### src/rtl/sync_ram_ctrl_pkg.sv
// Shared definitions for the synchronous_ram request front-end.
// Contents: controller FSM state encoding, default parameter values, and the
// request-record width helper (we + addr + wdata).
package sync_ram_ctrl_pkg;

  typedef enum logic [1:0] {
    IDLE    = 2'd0,
    ISSUE   = 2'd1,
    RD_WAIT = 2'd2,
    RSP     = 2'd3
  } ctrlState_t;

  localparam int unsigned DEF_ADDR_SIZE   = 2;
  localparam int unsigned DEF_DATA_SIZE   = 8;
  localparam int unsigned DEF_QDEPTH_LOG2 = 1;
  localparam int unsigned DEF_RD_LATENCY  = 1;

  // Queued request record is {we, addr, wdata}.
  function automatic int unsigned reqWidth(input int unsigned addrSize,
                                           input int unsigned dataSize);
    return 1 + addrSize + dataSize;
  endfunction

endpackage

### src/rtl/sync_ram_ctrl_if.sv
// Request/response port of the synchronous_ram front-end.
// Signals: req_valid/req_ready/req_we/req_addr/req_wdata (request channel),
//          rsp_valid/rsp_ready/rsp_data (read response channel).
// Modports: master = requesting client, slave = controller.
interface sync_ram_ctrl_if
  import sync_ram_ctrl_pkg::*;
#(
  parameter int unsigned ADDR_SIZE = DEF_ADDR_SIZE,
  parameter int unsigned DATA_SIZE = DEF_DATA_SIZE
) ();

  logic                 req_valid;
  logic                 req_ready;
  logic                 req_we;
  logic [ADDR_SIZE-1:0] req_addr;
  logic [DATA_SIZE-1:0] req_wdata;
  logic                 rsp_valid;
  logic                 rsp_ready;
  logic [DATA_SIZE-1:0] rsp_data;

  modport master (
    output req_valid, req_we, req_addr, req_wdata, rsp_ready,
    input  req_ready, rsp_valid, rsp_data
  );

  modport slave (
    input  req_valid, req_we, req_addr, req_wdata, rsp_ready,
    output req_ready, rsp_valid, rsp_data
  );

endinterface

### src/rtl/sync_ram_req_fifo.sv
// In-order request queue, 2**QDEPTH_LOG2 entries of WIDTH bits.
// Ports: clk, reset (async, active-high), push/din (write, ignored when full),
//        pop (discard head, ignored when empty), full, empty, head (current
//        oldest entry, combinational).
// Pointers carry one extra wrap bit so full/empty are told apart by the MSB.
module sync_ram_req_fifo #(
  parameter int unsigned WIDTH       = 11,
  parameter int unsigned QDEPTH_LOG2 = 1
) (
  input  logic             clk,
  input  logic             reset,
  input  logic             push,
  input  logic             pop,
  input  logic [WIDTH-1:0] din,
  output logic             full,
  output logic             empty,
  output logic [WIDTH-1:0] head
);

  localparam int unsigned DEPTH = 1 << QDEPTH_LOG2;
  localparam int unsigned PTR_W = QDEPTH_LOG2 + 1;

  logic [WIDTH-1:0] mem [DEPTH];
  logic [PTR_W-1:0] wrPtr;
  logic [PTR_W-1:0] rdPtr;
  logic             doPush;
  logic             doPop;

  assign empty  = (wrPtr == rdPtr);
  assign full   = (wrPtr[QDEPTH_LOG2] != rdPtr[QDEPTH_LOG2]) &&
                  (wrPtr[QDEPTH_LOG2-1:0] == rdPtr[QDEPTH_LOG2-1:0]);
  assign doPush = push && !full;
  assign doPop  = pop && !empty;
  assign head   = mem[rdPtr[QDEPTH_LOG2-1:0]];

  // Pointer update; wraps modulo 2*DEPTH.
  always_ff @(posedge clk or posedge reset) begin
    if (reset) begin
      wrPtr <= '0;
      rdPtr <= '0;
    end else begin
      if (doPush) wrPtr <= wrPtr + PTR_W'(1);
      if (doPop)  rdPtr <= rdPtr + PTR_W'(1);
    end
  end

  // Storage; contents are don't-care until pushed, so no reset.
  always_ff @(posedge clk) begin
    if (doPush) mem[wrPtr[QDEPTH_LOG2-1:0]] <= din;
  end

endmodule

### src/rtl/sync_ram_ctrl.sv
// Request front-end for synchronous_ram: queues read/write requests and issues
// them to the RAM one at a time, returning read data in request order.
// Ports: clk, reset (async, active-high),
//        bus      (sync_ram_ctrl_if.slave: request + read response channels),
//        ram_cs/ram_we/ram_rd/ram_addr/ram_din (registered RAM strobes/data),
//        ram_dout (RAM read data, valid RD_LATENCY clocks after the RD edge).
module sync_ram_ctrl
  import sync_ram_ctrl_pkg::*;
#(
  parameter int unsigned ADDR_SIZE   = DEF_ADDR_SIZE,
  parameter int unsigned DATA_SIZE   = DEF_DATA_SIZE,
  parameter int unsigned QDEPTH_LOG2 = DEF_QDEPTH_LOG2,
  parameter int unsigned RD_LATENCY  = DEF_RD_LATENCY
) (
  input  logic                 clk,
  input  logic                 reset,
  sync_ram_ctrl_if.slave       bus,
  output logic                 ram_cs,
  output logic                 ram_we,
  output logic                 ram_rd,
  output logic [ADDR_SIZE-1:0] ram_addr,
  output logic [DATA_SIZE-1:0] ram_din,
  input  logic [DATA_SIZE-1:0] ram_dout
);

  localparam int unsigned REQ_W = reqWidth(ADDR_SIZE, DATA_SIZE);
  localparam int unsigned CNT_W = (RD_LATENCY > 1) ? $clog2(RD_LATENCY) : 1;

  ctrlState_t           state;
  ctrlState_t           stateNext;
  logic [CNT_W-1:0]     cnt;
  logic [CNT_W-1:0]     cntNext;
  logic                 csNext;
  logic                 weNext;
  logic                 rdNext;
  logic [ADDR_SIZE-1:0] addrNext;
  logic [DATA_SIZE-1:0] dinNext;
  logic                 rspValid;
  logic                 rspValidNext;
  logic [DATA_SIZE-1:0] rspData;
  logic [DATA_SIZE-1:0] rspDataNext;

  logic                 qPush;
  logic                 qPop;
  logic                 qFull;
  logic                 qEmpty;
  logic [REQ_W-1:0]     qHead;
  logic                 headWe;
  logic [ADDR_SIZE-1:0] headAddr;
  logic [DATA_SIZE-1:0] headData;

  assign qPush                        = bus.req_valid && !qFull;
  assign qPop                         = (state == IDLE) && !qEmpty;
  assign {headWe, headAddr, headData} = qHead;

  assign bus.req_ready = !qFull;
  assign bus.rsp_valid = rspValid;
  assign bus.rsp_data  = rspData;

  sync_ram_req_fifo #(
    .WIDTH       (REQ_W),
    .QDEPTH_LOG2 (QDEPTH_LOG2)
  ) reqFifo (
    .clk   (clk),
    .reset (reset),
    .push  (qPush),
    .pop   (qPop),
    .din   ({bus.req_we, bus.req_addr, bus.req_wdata}),
    .full  (qFull),
    .empty (qEmpty),
    .head  (qHead)
  );

  // State and registered outputs.
  always_ff @(posedge clk or posedge reset) begin
    if (reset) begin
      state    <= IDLE;
      cnt      <= '0;
      ram_cs   <= 1'b0;
      ram_we   <= 1'b0;
      ram_rd   <= 1'b0;
      ram_addr <= '0;
      ram_din  <= '0;
      rspValid <= 1'b0;
      rspData  <= '0;
    end else begin
      state    <= stateNext;
      cnt      <= cntNext;
      ram_cs   <= csNext;
      ram_we   <= weNext;
      ram_rd   <= rdNext;
      ram_addr <= addrNext;
      ram_din  <= dinNext;
      rspValid <= rspValidNext;
      rspData  <= rspDataNext;
    end
  end

  // Next-state logic.
  always_comb begin
    stateNext = state;
    unique case (state)
      IDLE:    if (!qEmpty) stateNext = ISSUE;
      ISSUE:   stateNext = ram_rd ? RD_WAIT : IDLE;
      RD_WAIT: if (cnt == '0) stateNext = RSP;
      RSP:     if (bus.rsp_ready) stateNext = IDLE;
      default: stateNext = IDLE;
    endcase
  end

  // Output / datapath next values; strobes default low so each lasts one clock.
  always_comb begin
    csNext       = 1'b0;
    weNext       = 1'b0;
    rdNext       = 1'b0;
    addrNext     = ram_addr;
    dinNext      = ram_din;
    cntNext      = cnt;
    rspValidNext = rspValid;
    rspDataNext  = rspData;
    unique case (state)
      IDLE: begin
        if (!qEmpty) begin
          csNext   = 1'b1;
          weNext   = headWe;
          rdNext   = !headWe;
          addrNext = headAddr;
          dinNext  = headData;
        end
      end
      ISSUE: begin
        if (ram_rd) cntNext = CNT_W'(RD_LATENCY - 1);
      end
      RD_WAIT: begin
        if (cnt == '0) begin
          rspValidNext = 1'b1;
          rspDataNext  = ram_dout;
        end else begin
          cntNext = cnt - CNT_W'(1);
        end
      end
      RSP: begin
        if (bus.rsp_ready) rspValidNext = 1'b0;
      end
      default: ;
    endcase
  end

endmodule

### src/flat_wrapper.sv
// flat-port wrapper written by rule: the top's interface ports become plain ports
module sync_ram_ctrl_flat import sync_ram_ctrl_pkg::*;
#(
  parameter int unsigned ADDR_SIZE   = DEF_ADDR_SIZE,
  parameter int unsigned DATA_SIZE   = DEF_DATA_SIZE,
  parameter int unsigned QDEPTH_LOG2 = DEF_QDEPTH_LOG2,
  parameter int unsigned RD_LATENCY  = DEF_RD_LATENCY
)
  (clk, reset, ram_cs, ram_we, ram_rd, ram_addr, ram_din, ram_dout, bus_req_valid, bus_req_we, bus_req_addr, bus_req_wdata, bus_rsp_ready, bus_req_ready, bus_rsp_valid, bus_rsp_data);
  sync_ram_ctrl_if #(.ADDR_SIZE(ADDR_SIZE), .DATA_SIZE(DATA_SIZE)) bus_i ();
  input  logic clk;
  input  logic reset;
  output logic ram_cs;
  output logic ram_we;
  output logic ram_rd;
  output logic [ADDR_SIZE-1:0] ram_addr;
  output logic [DATA_SIZE-1:0] ram_din;
  input  logic [DATA_SIZE-1:0] ram_dout;
  input wire logic [$bits(bus_i.req_valid)-1:0] bus_req_valid;
  input wire logic [$bits(bus_i.req_we)-1:0] bus_req_we;
  input wire logic [$bits(bus_i.req_addr)-1:0] bus_req_addr;
  input wire logic [$bits(bus_i.req_wdata)-1:0] bus_req_wdata;
  input wire logic [$bits(bus_i.rsp_ready)-1:0] bus_rsp_ready;
  output wire logic [$bits(bus_i.req_ready)-1:0] bus_req_ready;
  output wire logic [$bits(bus_i.rsp_valid)-1:0] bus_rsp_valid;
  output wire logic [$bits(bus_i.rsp_data)-1:0] bus_rsp_data;
  assign bus_i.req_valid = bus_req_valid;
  assign bus_i.req_we = bus_req_we;
  assign bus_i.req_addr = bus_req_addr;
  assign bus_i.req_wdata = bus_req_wdata;
  assign bus_i.rsp_ready = bus_rsp_ready;
  assign bus_req_ready = bus_i.req_ready;
  assign bus_rsp_valid = bus_i.rsp_valid;
  assign bus_rsp_data = bus_i.rsp_data;
  sync_ram_ctrl #(.ADDR_SIZE(ADDR_SIZE), .DATA_SIZE(DATA_SIZE), .QDEPTH_LOG2(QDEPTH_LOG2), .RD_LATENCY(RD_LATENCY)) u_core (.clk(clk), .reset(reset), .bus(bus_i), .ram_cs(ram_cs), .ram_we(ram_we), .ram_rd(ram_rd), .ram_addr(ram_addr), .ram_din(ram_din), .ram_dout(ram_dout));
endmodule
### config.mk
export PLATFORM = sky130hd
export DESIGN_NAME = sync_ram_ctrl_flat
export DESIGN_NICKNAME = d
export VERILOG_FILES = /design/src/rtl/sync_ram_ctrl_pkg.sv /design/src/rtl/sync_ram_ctrl_if.sv /design/src/rtl/sync_ram_req_fifo.sv /design/src/rtl/sync_ram_ctrl.sv /design/src/flat_wrapper.sv
export SDC_FILE = /design/constraint.sdc
export NUM_CORES = 1
export LEC_CHECK = 0
export ABC_AREA = 1
export BUFFER_PORTS_ARGS = -buffer_cell sky130_fd_sc_hd__buf_4
export CAP_MARGIN = 10
export CORE_MARGIN = 2
export CORE_UTILIZATION = 40
export CTS_CLUSTER_DIAMETER = 30
export DETAILED_ROUTE_END_ITERATION = 16
export SYNTH_ARGS = -nofsm -noshare
export SYNTH_HDL_FRONTEND = slang
export SYNTH_SLANG_ARGS = --single-unit
### constraint.sdc
create_clock -name clk -period 1.9 [get_ports clk]
set_clock_uncertainty 0.15 [all_clocks]
set_input_delay 0.19 -clock clk [delete_from_list [all_inputs] [get_ports clk]]
set_output_delay 0.19 -clock clk [all_outputs]
set_load 0.01 [all_outputs]
==> flow_metrics.env, run 1 <==
export IMPL_worst_r2r_path_depth=6
export IMPL_start_util_pct=41.66
export IMPL_period_needed_ps=1704
export IMPL_tightestPinTransition_ps=434.7
export IMPL_cp_arrival_ps=1510
export IMPL_pin_count=46
export IMPL_grtUsageTotal_pct=15.32
export IMPL_worst_path_buf_inv=2
export IMPL_layout_common_cells="95 x nand2_1, 51 x buf_4, 28 x dfrtp_1"
export IMPL_path_class="reg2reg"
export IMPL_r2r_slack_ps=200
export IMPL_cts_sinks=50
export IMPL_grt_first_pass_wirelength_um=6210
export IMPL_dr_pass1_iters=4
export IMPL_avgSynthCellArea_um2=10.21
export IMPL_ys_ff_latch=50
export IMPL_holdPathStages=3
export IMPL_cp_slowest_stage_delay_ps=400
export IMPL_p_leak_uw=0.001361
export IMPL_drt_iter0_markers=30
export IMPL_num_vias=1436
export IMPL_clkLatencyLatePin_ps=300
export IMPL_dp_hpwl_um=2501
export IMPL_die_h_um=74.37
export IMPL_cts_tree="done"
export IMPL_finalWirelength_um=3710
export IMPL_grt_max_degree=29
export IMPL_routedWlPerCell_um=11.11
export IMPL_postCtsSetupRepairBufs=0
export IMPL_syn_inst=194
export IMPL_n_fill_cell=431
export IMPL_clk_pin_slew_worst_paths_ps=80
export IMPL_clk_path_buf_depth=2
export IMPL_max_cap_violations=0
export IMPL_synthDistinctLibCells=17
export IMPL_critPathCaptureType="flop"
export IMPL_hold_buffers=21
export IMPL_crit_family="buffers and inverters"
export IMPL_finalNetCount=289
export IMPL_status="completed"
export IMPL_final_common_cell="nand2_1"
export IMPL_htreeDepth=2
export IMPL_timing_fmax_ghz=0.5869
export IMPL_synth_seq_area_share_pct=68.73
export IMPL_required_ps=1700
export IMPL_routabilityCongestion=0.7355
export IMPL_synth_fp_nets=217
export IMPL_drive_gt1_share_pct=24.34
export IMPL_die_area_mm2=0.005530
export IMPL_timing_final_crit_share_pct=89.68
export IMPL_die_x_um=74.37
export IMPL_vdd_drop_max_mv=0.6865
export IMPL_setup_tns_ps=0
export IMPL_cp_max_fo=11
export IMPL_crit_cells=6
export IMPL_syn_cell_area_mm2=0.001981
export IMPL_cp_start_kind="flop"
export IMPL_ant_nets=0
export IMPL_cts_resized=0
export IMPL_setup_violations=0
export IMPL_grt_pass1_vias=1416
export IMPL_vias_per_cell=4.299
export IMPL_core_region_area_mm2=0.004755
export IMPL_areaGrowthSynthToFinish_pct=37.84
export IMPL_diodes=0
export IMPL_slew_viol_final=0
export IMPL_postPlaceCellArea_mm2=0.002406
export IMPL_num_rows=25
export IMPL_multi_input_area_um2=544.3
export IMPL_finalInstanceArea_mm2=0.002730
export IMPL_hp_class="in2reg"
export IMPL_slowest_stage="dfrtp_1"
export IMPL_numCtsBuffers=5
export IMPL_p_per_area_mw_per_mm2=1588
export IMPL_crit_path_cell_trace="inv_1, nand2_1, nand2_2, nand2_1, nand3_1, inv_1"
export IMPL_power_total_uw=4335
export IMPL_numPortBuffers=45
export IMPL_drcViolationCount=0
export IMPL_grt_ovfl_total=0
export IMPL_regArea_mm2=0.001361
export IMPL_ctsRootBufferMaster="clkbuf_8"
export IMPL_yosysWarnings=0
export IMPL_final_hold_viol_count=0
export IMPL_relSlewSlack_pct=70.99
export IMPL_antenna_found_initial=0
export IMPL_rsz0062_at_grt="no"
==> layout make-up <==
cell class	instances	share of cell area, %
inverters	9	1.237
clock buffers	5	2.521
repair buffers	72	21.72
flip-flops and latches	50	49.86
multi-input cells	128	19.94
well taps	67	3.071
clock inverters	3	1.650
==> worst register-to-register path, cell delays in order, from the launching register on <==
cell     delay [ps]
dfrtp_1         400
inv_1            80
nand2_1          80
nand2_2          70
nand2_1         120
nand3_1         110
inv_1           350
==> registers in the layout, summed over array words and instances, names as in the netlist, named ones only <==
name	cells
u_core.reqFifo.rdPtr	2
u_core.ram_din	8
u_core.bus.rsp_valid	1
u_core.ram_addr	2
u_core.bus.rsp_data	8
u_core.ram_rd	1
u_core.state	1
u_core.ram_cs	1
u_core.reqFifo.mem	22
u_core.ram_we	1
u_core.reqFifo.wrPtr	2
==> cell usage after synthesis <==
master | n | area [µm²]
buf_6 | 1 | 11.26
clkbuf_1 | 2 | 7.510
edfxtp_1 | 22 | 660.6
nand2_4 | 2 | 22.52
buf_4 | 1 | 7.510
o21ai_0 | 1 | 5.000
xor2_1 | 2 | 17.52
inv_2 | 1 | 3.750
nand2_2 | 1 | 6.260
dfrtp_1 | 28 | 700.7
and3_1 | 1 | 6.260
nor2_2 | 2 | 12.51
nand2_1 | 95 | 356.6
nand3_1 | 22 | 110.1
nor2_1 | 2 | 7.510
inv_1 | 8 | 30.03
buf_2 | 3 | 15.01
==> report_power, final <==
group / internal (µW) / switching [µW]
clock: 391 / 335
combinational: 756 / 1050
sequential: 1570 / 234
total: 2720 / 1620
==> path summary, 6_finish.rpt <==
check                                            end                    start
setup / recovery           u_core.reqFifo.mem[0][10]  u_core.reqFifo.wrPtr[0]
hold reg to reg                 u_core.bus.rsp_valid     u_core.bus.rsp_valid
hold / removal               u_core.reqFifo.wrPtr[1]            bus_req_valid
max in group asynchronous    u_core.reqFifo.rdPtr[0]                    reset
setup reg to reg           u_core.reqFifo.mem[0][10]  u_core.reqFifo.wrPtr[0]
min in group asynchronous              u_core.ram_cs                    reset
==> logic make-up (layout without fill, tap and decap cells) <==
logic type / after synthesis / after routing / share of synthesized area [%]
and+or+nand+nor: 125 / 125 / 26.34
AOI/OAI and AO/OA: 1 / 1 / 0.2524
xor gates and xnor gates: 2 / 2 / 0.8846
buffers and inverters: 16 / 89 / 3.790
DFF: 50 / 50 / 68.73
==> per-stage QoR <==
stage	util [%]	cells	hold slack (ps)	worst slack, ps
after CTS	57.42	334	8.151	160.3
after floorplan	-	194	105.4	33.03
final	57.42	334	8.821	196.1
after global placement	50.61	305	140.6	211.3
after global routing	57.42	334	24.87	58.47
after detailed placement	50.61	305	146.2	168.4
==> layer usage <==
layer	up-vias	share of wire (%)	track usage (%)	wire length [µm]
li1	765	-	-	-
met1	624	46	18.92	1700
met2	41	47	25.76	1757
met3	6	5.1	3.252	188
met4	0	1.7	7.143	63
met5	-	0	0	0
No activity file was read; power rests on OpenSTA's default activity.
==> run 2, diff against run 1 <==
- REMOVE_ABC_BUFFERS: not set -> 1
- SLEW_MARGIN: not set -> 10
==> flow_metrics.env, run 2 (synthesis results as in run 1) <==
export IMPL_drt_iter0_markers=54
export IMPL_cts_resized=0
export IMPL_timing_fmax_ghz=0.5700
export IMPL_grt_pass1_vias=1422
export IMPL_whs_ps=8.378
export IMPL_die_x_um=74.37
export IMPL_hp_class="in2reg"
export IMPL_combinationalPowerShare_pct=42.8
export IMPL_clk_pin_slew_worst_paths_ps=80
export IMPL_dp_hpwl_um=2649
export IMPL_pin_count=46
export IMPL_cp_start_kind="flop"
export IMPL_dr_pass1_iters=3
export IMPL_slew_viol_final=0
export IMPL_required_ps=1700
export IMPL_start_util_pct=41.66
export IMPL_antenna_found_initial=0
export IMPL_p_seq_share_pct=40.2
export IMPL_postLayoutSetupSlackWorst_ps=145.7
export IMPL_clock_power_share_pct=17.0
export IMPL_p_sw_uw=1656
export IMPL_power_total_uw=4424
export IMPL_diodes=0
export IMPL_die_area_mm2=0.005530
export IMPL_numCtsBuffers=5
export IMPL_relSlewSlack_pct=69.29
export IMPL_htreeDepth=2
export IMPL_p_per_area_mw_per_mm2=1620
export IMPL_grt_first_pass_wirelength_um=6382
export IMPL_finalNetCount=289
export IMPL_critPathCaptureType="flop"
export IMPL_vdd_drop_max_mv=0.7992
export IMPL_grtUsageTotal_pct=15.70
export IMPL_p_int_uw=2768
export IMPL_status="completed"
export IMPL_core_region_area_mm2=0.004755
export IMPL_setup_violations=0
export IMPL_drive_gt1_share_pct=24.34
export IMPL_setup_tns_ps=0
export IMPL_layout_common_cells="95 x nand2_1, 52 x buf_4, 28 x dfrtp_1"
export IMPL_die_h_um=74.37
export IMPL_ant_nets=0
export IMPL_path_class="reg2reg"
export IMPL_final_hold_viol_count=0
export IMPL_num_vias=1486
export IMPL_routabilityCongestion=0.7314
export IMPL_p_leak_uw=0.001370
export IMPL_cp_max_fo=11
export IMPL_drcViolationCount=0
export IMPL_ctsRootBufferMaster="clkbuf_8"
export IMPL_numPortBuffers=45
export IMPL_routedWlPerCell_um=12.26
export IMPL_num_rows=25
export IMPL_vias_per_cell=4.449
export IMPL_clk_path_buf_depth=2
export IMPL_final_common_cell="nand2_1"
export IMPL_cts_tree="done"
export IMPL_tightestPinTransition_ps=460.1
export IMPL_largest_reg_flops=22
export IMPL_finalWirelength_um=4095
export IMPL_grt_max_degree=29
export IMPL_timing_final_crit_share_pct=92.33
export IMPL_dp_worst_setup_slack_ps=149.4
export IMPL_cts_sinks=50
export IMPL_switching_share_pct=37.44
export IMPL_max_cap_violations=0
export IMPL_clkLatencyLatePin_ps=290
export IMPL_rsz0062_at_grt="no"
export IMPL_areaGrowthSynthToFinish_pct=37.84
export IMPL_cp_arrival_ps=1550
export IMPL_grt_ovfl_total=0
export IMPL_period_needed_ps=1754
[run 2: changes by cell type in the layout (fill, tap and decap cells not counted)]
cell           delta
dlygate4sd3_1     -1
clkbuf_8          +1
clkinvlp_4        -2
buf_4             +1
clkbuf_1          +1
[run 2: worst max-delay path, stage by stage, from the launching register on]
cell and delay [ps]:
dfrtp_1 410, inv_1 100, nand2_1 90, nand2_2 70, nand2_1 120, nand3_1 110
inv_1 370
[run 2: area by class of cell]
class	count	area, µm²
well taps	67	83.83
multi-input cells	128	544.3
flip-flops and latches	50	1361
repair buffers	72	590.6
fillers	429	2024
clock buffers	7	86.33
inverters	9	33.78
clock inverters	1	30.03
[run 2: worst paths after layout]
check	startpoint	end	slack (ps)	depth (start not counted)
setup / recovery	u_core.reqFifo.wrPtr[0]	u_core.reqFifo.mem[0][2]	150	6
hold / removal	ram_dout[0]	u_core.bus.rsp_data[0]	8	3
setup reg to reg	u_core.reqFifo.wrPtr[0]	u_core.reqFifo.mem[0][2]	150	6
hold reg to reg	u_core.bus.rsp_data[1]	u_core.bus.rsp_data[1]	330	2
max in group asynchronous	reset	u_core.ram_rd	960	4
min in group asynchronous	reset	u_core.bus.rsp_data[3]	370	4
[run 2: what timing repair did]
| action | CTS | global route |
|---|---|---|
| endpoints found under the setup margin | 0 | 0 |
| hold buffers | 20 | 0 |
| endpoints found under the hold margin | 58 | 0 |
| buffers inserted | 0 | 0 |
[run 2: stage by stage]
stage / cells / utilization (%) / cell area [µm²]
floorplan: 187 / - / 1939
global placement: 306 / 50.76 / 2414
detailed placement: 306 / 50.76 / 2414
CTS: 334 / 57.42 / 2730
global route: 334 / 57.42 / 2730
finish: 334 / 57.42 / 2730
[run 2: layer usage]
| metal | up-vias | global-route usage (%) | wire, µm |
|---|---|---|---|
| li1 | 761 | - | - |
| met4 | 0 | 4.762 | 22 |
| met3 | 2 | 4.336 | 181 |
| met2 | 33 | 29.11 | 2135 |
| met5 | - | 0 | 0 |
| met1 | 690 | 17.43 | 1756 |
[run 2: power by group through the flow]
stage               logic (µW)  clock network [µW]  registers (µW)
floorplan                  935                   0            1920
global placement          1850                   0            1800
detailed placement        1890                   0            1800
CTS                       1930                 776            1780
global route              2130                 815            1820
finish                    1890                 752            1780
==> run 3, diff against run 2 <==
- RECOVER_POWER: not set -> 50
- SYNTH_HIERARCHICAL: not set -> 1
==> flow_metrics.env, run 3 <==
export IMPL_routabilityCongestion=0.7694
export IMPL_relSlewSlack_pct=61.84
export IMPL_synth_top_area_share_pct=35.07
export IMPL_finalNetCount=301
export IMPL_num_rows=25
export IMPL_finalWirelength_um=3907
export IMPL_routedWlPerCell_um=11.29
export IMPL_avgSynthCellArea_um2=9.843
export IMPL_synth_adder_area_share_pct=0
export IMPL_hold_path_endpoint="u_core/reqFifo/wrPtr[0]"
export IMPL_vdd_drop_max_mv=0.7542
export IMPL_worst_r2r_path_depth=11
export IMPL_synth_flop_cell="dfrtp_1"
export IMPL_slowest_stage="dfrtp_1"
export IMPL_die_x_um=74.68
export IMPL_p_leak_uw=0.001400
export IMPL_cp_slowest_stage_delay_ps=390
export IMPL_num_vias=1526
export IMPL_netlist_top_cells_area="dfrtp_1 35%, edfxtp_1 33%, nand2_1 18%"
export IMPL_numPortBuffers=45
export IMPL_areaGrowthSynthToFinish_pct=39.51
export IMPL_critPathCaptureType="flop"
export IMPL_cp_arrival_ps=1630
export IMPL_final_common_cell="nand2_1"
export IMPL_pin_count=46
export IMPL_vias_per_cell=4.410
export IMPL_ctsRootBufferMaster="clkbuf_8"
export IMPL_rsz0062_at_grt="no"
export IMPL_synth_commonest_cells="97 x nand2_1, 28 x dfrtp_1, 22 x edfxtp_1, 22 x nand3_1, 15 x inv_1"
export IMPL_required_ps=1770
export IMPL_diodes=0
export IMPL_cts_sinks=50
export IMPL_start_util_pct=41.75
export IMPL_whs_ps=129.0
export IMPL_drcViolationCount=0
export IMPL_synthXorXnorAreaFrac_pct=0.4383
export IMPL_clkLatencyLatePin_ps=290
export IMPL_clk_path_buf_depth=2
export IMPL_grt_first_pass_wirelength_um=6382
export IMPL_ant_nets=0
export IMPL_grt_max_degree=25
export IMPL_p_int_uw=2895
export IMPL_path_class="reg2reg"
export IMPL_p_seq_share_pct=40.5
export IMPL_holdPathStages=6
export IMPL_synthMuxAreaShare_pct=0
export IMPL_dp_hpwl_um=2738
export IMPL_die_h_um=74.68
export IMPL_r2r_slack_ps=140
export IMPL_largest_reg_flops=22
export IMPL_timing_fmax_ghz=0.5669
export IMPL_cts_tree="done"
export IMPL_core_region_area_mm2=0.004786
export IMPL_syn_inst=203
export IMPL_numPlacedInstances=317
export IMPL_htreeDepth=2
export IMPL_postCtsSetupRepairBufs=0
export IMPL_dr_pass1_iters=4
export IMPL_yosysMostFrequentCell="nand2_1"
export IMPL_grtUsageTotal_pct=15.57
export IMPL_syn_cell_area_mm2=0.001998
export IMPL_timing_final_crit_share_pct=92.84
export IMPL_p_per_area_mw_per_mm2=1629
export IMPL_r2r_end="u_core/reqFifo/mem[1][0]"
export IMPL_p_sw_uw=1646
export IMPL_synth_seq_area_share_pct=68.13
export IMPL_cp_start_kind="flop"
export IMPL_power_total_uw=4540
export IMPL_synth_area_leader_cell="dfrtp_1"
export IMPL_clock_power_share_pct=18.5
export IMPL_worstReg2RegStart="u_core/reqFifo/wrPtr[0]"
export IMPL_cp_max_fo=11
export IMPL_drive_gt1_share_pct=22.94
export IMPL_synth_edf_count=22
export IMPL_worstHoldStart="bus_req_valid"
export IMPL_n_fill_cell=447
export IMPL_grt_ovfl_total=0
export IMPL_antenna_found_initial=0
export IMPL_synth_async_reset_ratio_pct=56.00
export IMPL_finalNonFillerCells=346
export IMPL_layout_common_cells="97 x nand2_1, 33 x buf_4, 27 x dfrtp_1"
export IMPL_crit_path_cell_trace="inv_1, nand2_1, nand2_1, nand2_2, inv_1, nor2_2, nand2_1, inv_1, nand2_1, inv_1, buf_12"
export IMPL_hp_class="in2reg"
export IMPL_synth_top_family_by_area="simple AND/OR/NAND/NOR gates"
export IMPL_grt_pass1_vias=1447
export IMPL_clk_pin_slew_worst_paths_ps=80
export IMPL_slew_viol_final=0
export IMPL_max_cap_violations=0
export IMPL_ys_ff_latch=50
export IMPL_combinationalPowerShare_pct=40.9
export IMPL_status="completed"
export IMPL_setup_violations=0
export IMPL_synth_compound_area_share_pct=0.2505
export IMPL_switching_share_pct=36.25
export IMPL_period_needed_ps=1764
export IMPL_synthDistinctLibCells=14
export IMPL_die_area_mm2=0.005577
export IMPL_numCtsBuffers=5
export IMPL_drt_iter0_markers=97
export IMPL_setup_tns_ps=0
export IMPL_yosysWarnings=6
export IMPL_final_hold_viol_count=0
export IMPL_synth_simple_gate_area_share_pct=26.05
export IMPL_tightestPinTransition_ps=572.4
==> run 3: changes by cell type in the layout (fill, tap and decap cells not counted), sizes merged <==
cell	delta
nand2	+3
dlygate4sd3	+1
buf	-17
xor2	-1
clkinv	+1
nor2	+1
inv	+8
clkbuf	+16
bufinv	+1
and3	-1
==> run 3: what timing repair did <==
item | 4_1_cts | 5_1_grt
endpoints found under the hold margin | 59 | 0
gates resized for setup | 0 | 3
endpoints found under the setup margin | 0 | 22
hold buffers | 21 | 0
==> run 3: per-layer routing <==
layer	vias up	share of wire [%]	global-route usage, %
li1	786	-	-
met1	693	48	19.63
met2	42	46	25.66
met3	5	4.4	4.418
met4	0	1.6	5.952
met5	-	0	0
==> run 3: cell type report <==
cell class	instances	area, µm²	area share, %
inverters	17	63.81	2.289
clock buffers	5	68.82	2.469
clock inverters	3	63.81	2.289
flip-flops and latches	50	1363	48.88
multi-input cells	130	536.8	19.25
well taps	67	83.83	3.007
repair buffers	74	608.1	21.81
==> run 3: power groups by stage <==
stage	Combinational (µW)	Clock, µW	Sequential (µW)
after floorplan	924	0	1930
after global placement	1850	0	1850
after detailed placement	1890	0	1860
after CTS	1920	869	1840
after global routing	2120	916	1890
final	1860	842	1840
==> run 3: critical path: cells and delay by family, from the launching register on <==
| family | cells | cell delay [ps] |
|---|---|---|
| buffers and inverters | 5 | 440 |
| DFF | 1 | 390 |
| and+or+nand+nor | 6 | 520 |
==> run 3: logic make-up after synthesis <==
kind of cell           count (synthesis)
buffers and inverters                 23
flip-flops                            50
XOR/XNOR                               1
AND/OR/NAND/NOR                      128
AO/OA/AOI/OAI                          1
==> run 3: how the worst max path moves through the flow <==
stage | start | endpoint | slack (ps) | cells past startpoint
2_1_floorplan | u_core/reqFifo/rdPtr[0] | u_core/reqFifo/mem[1][0] | -150 | 10
3_3_place_gp | u_core/reqFifo/rdPtr[1] | u_core/reqFifo/mem[1][2] | 140 | 11
3_5_place_dp | u_core/reqFifo/rdPtr[1] | u_core/reqFifo/mem[1][2] | 100 | 11
4_1_cts | u_core/reqFifo/rdPtr[1] | u_core/reqFifo/mem[1][5] | 90 | 11
5_1_grt | u_core/reqFifo/wrPtr[0] | u_core/reqFifo/mem[1][4] | 3 | 11
6_report | u_core/reqFifo/wrPtr[0] | u_core/reqFifo/mem[1][0] | 140 | 11
==> run 3: through the flow <==
stage          setup slack, ps  cell area (µm²)  utilization (%)
2_1_floorplan           -148.8             1959                -
3_3_place_gp             141.0             2466            51.53
3_5_place_dp             101.3             2466            51.53
4_1_cts                  86.25             2809            58.69
5_1_grt                  2.705             2788            58.25
6_report                 136.1             2788            58.25
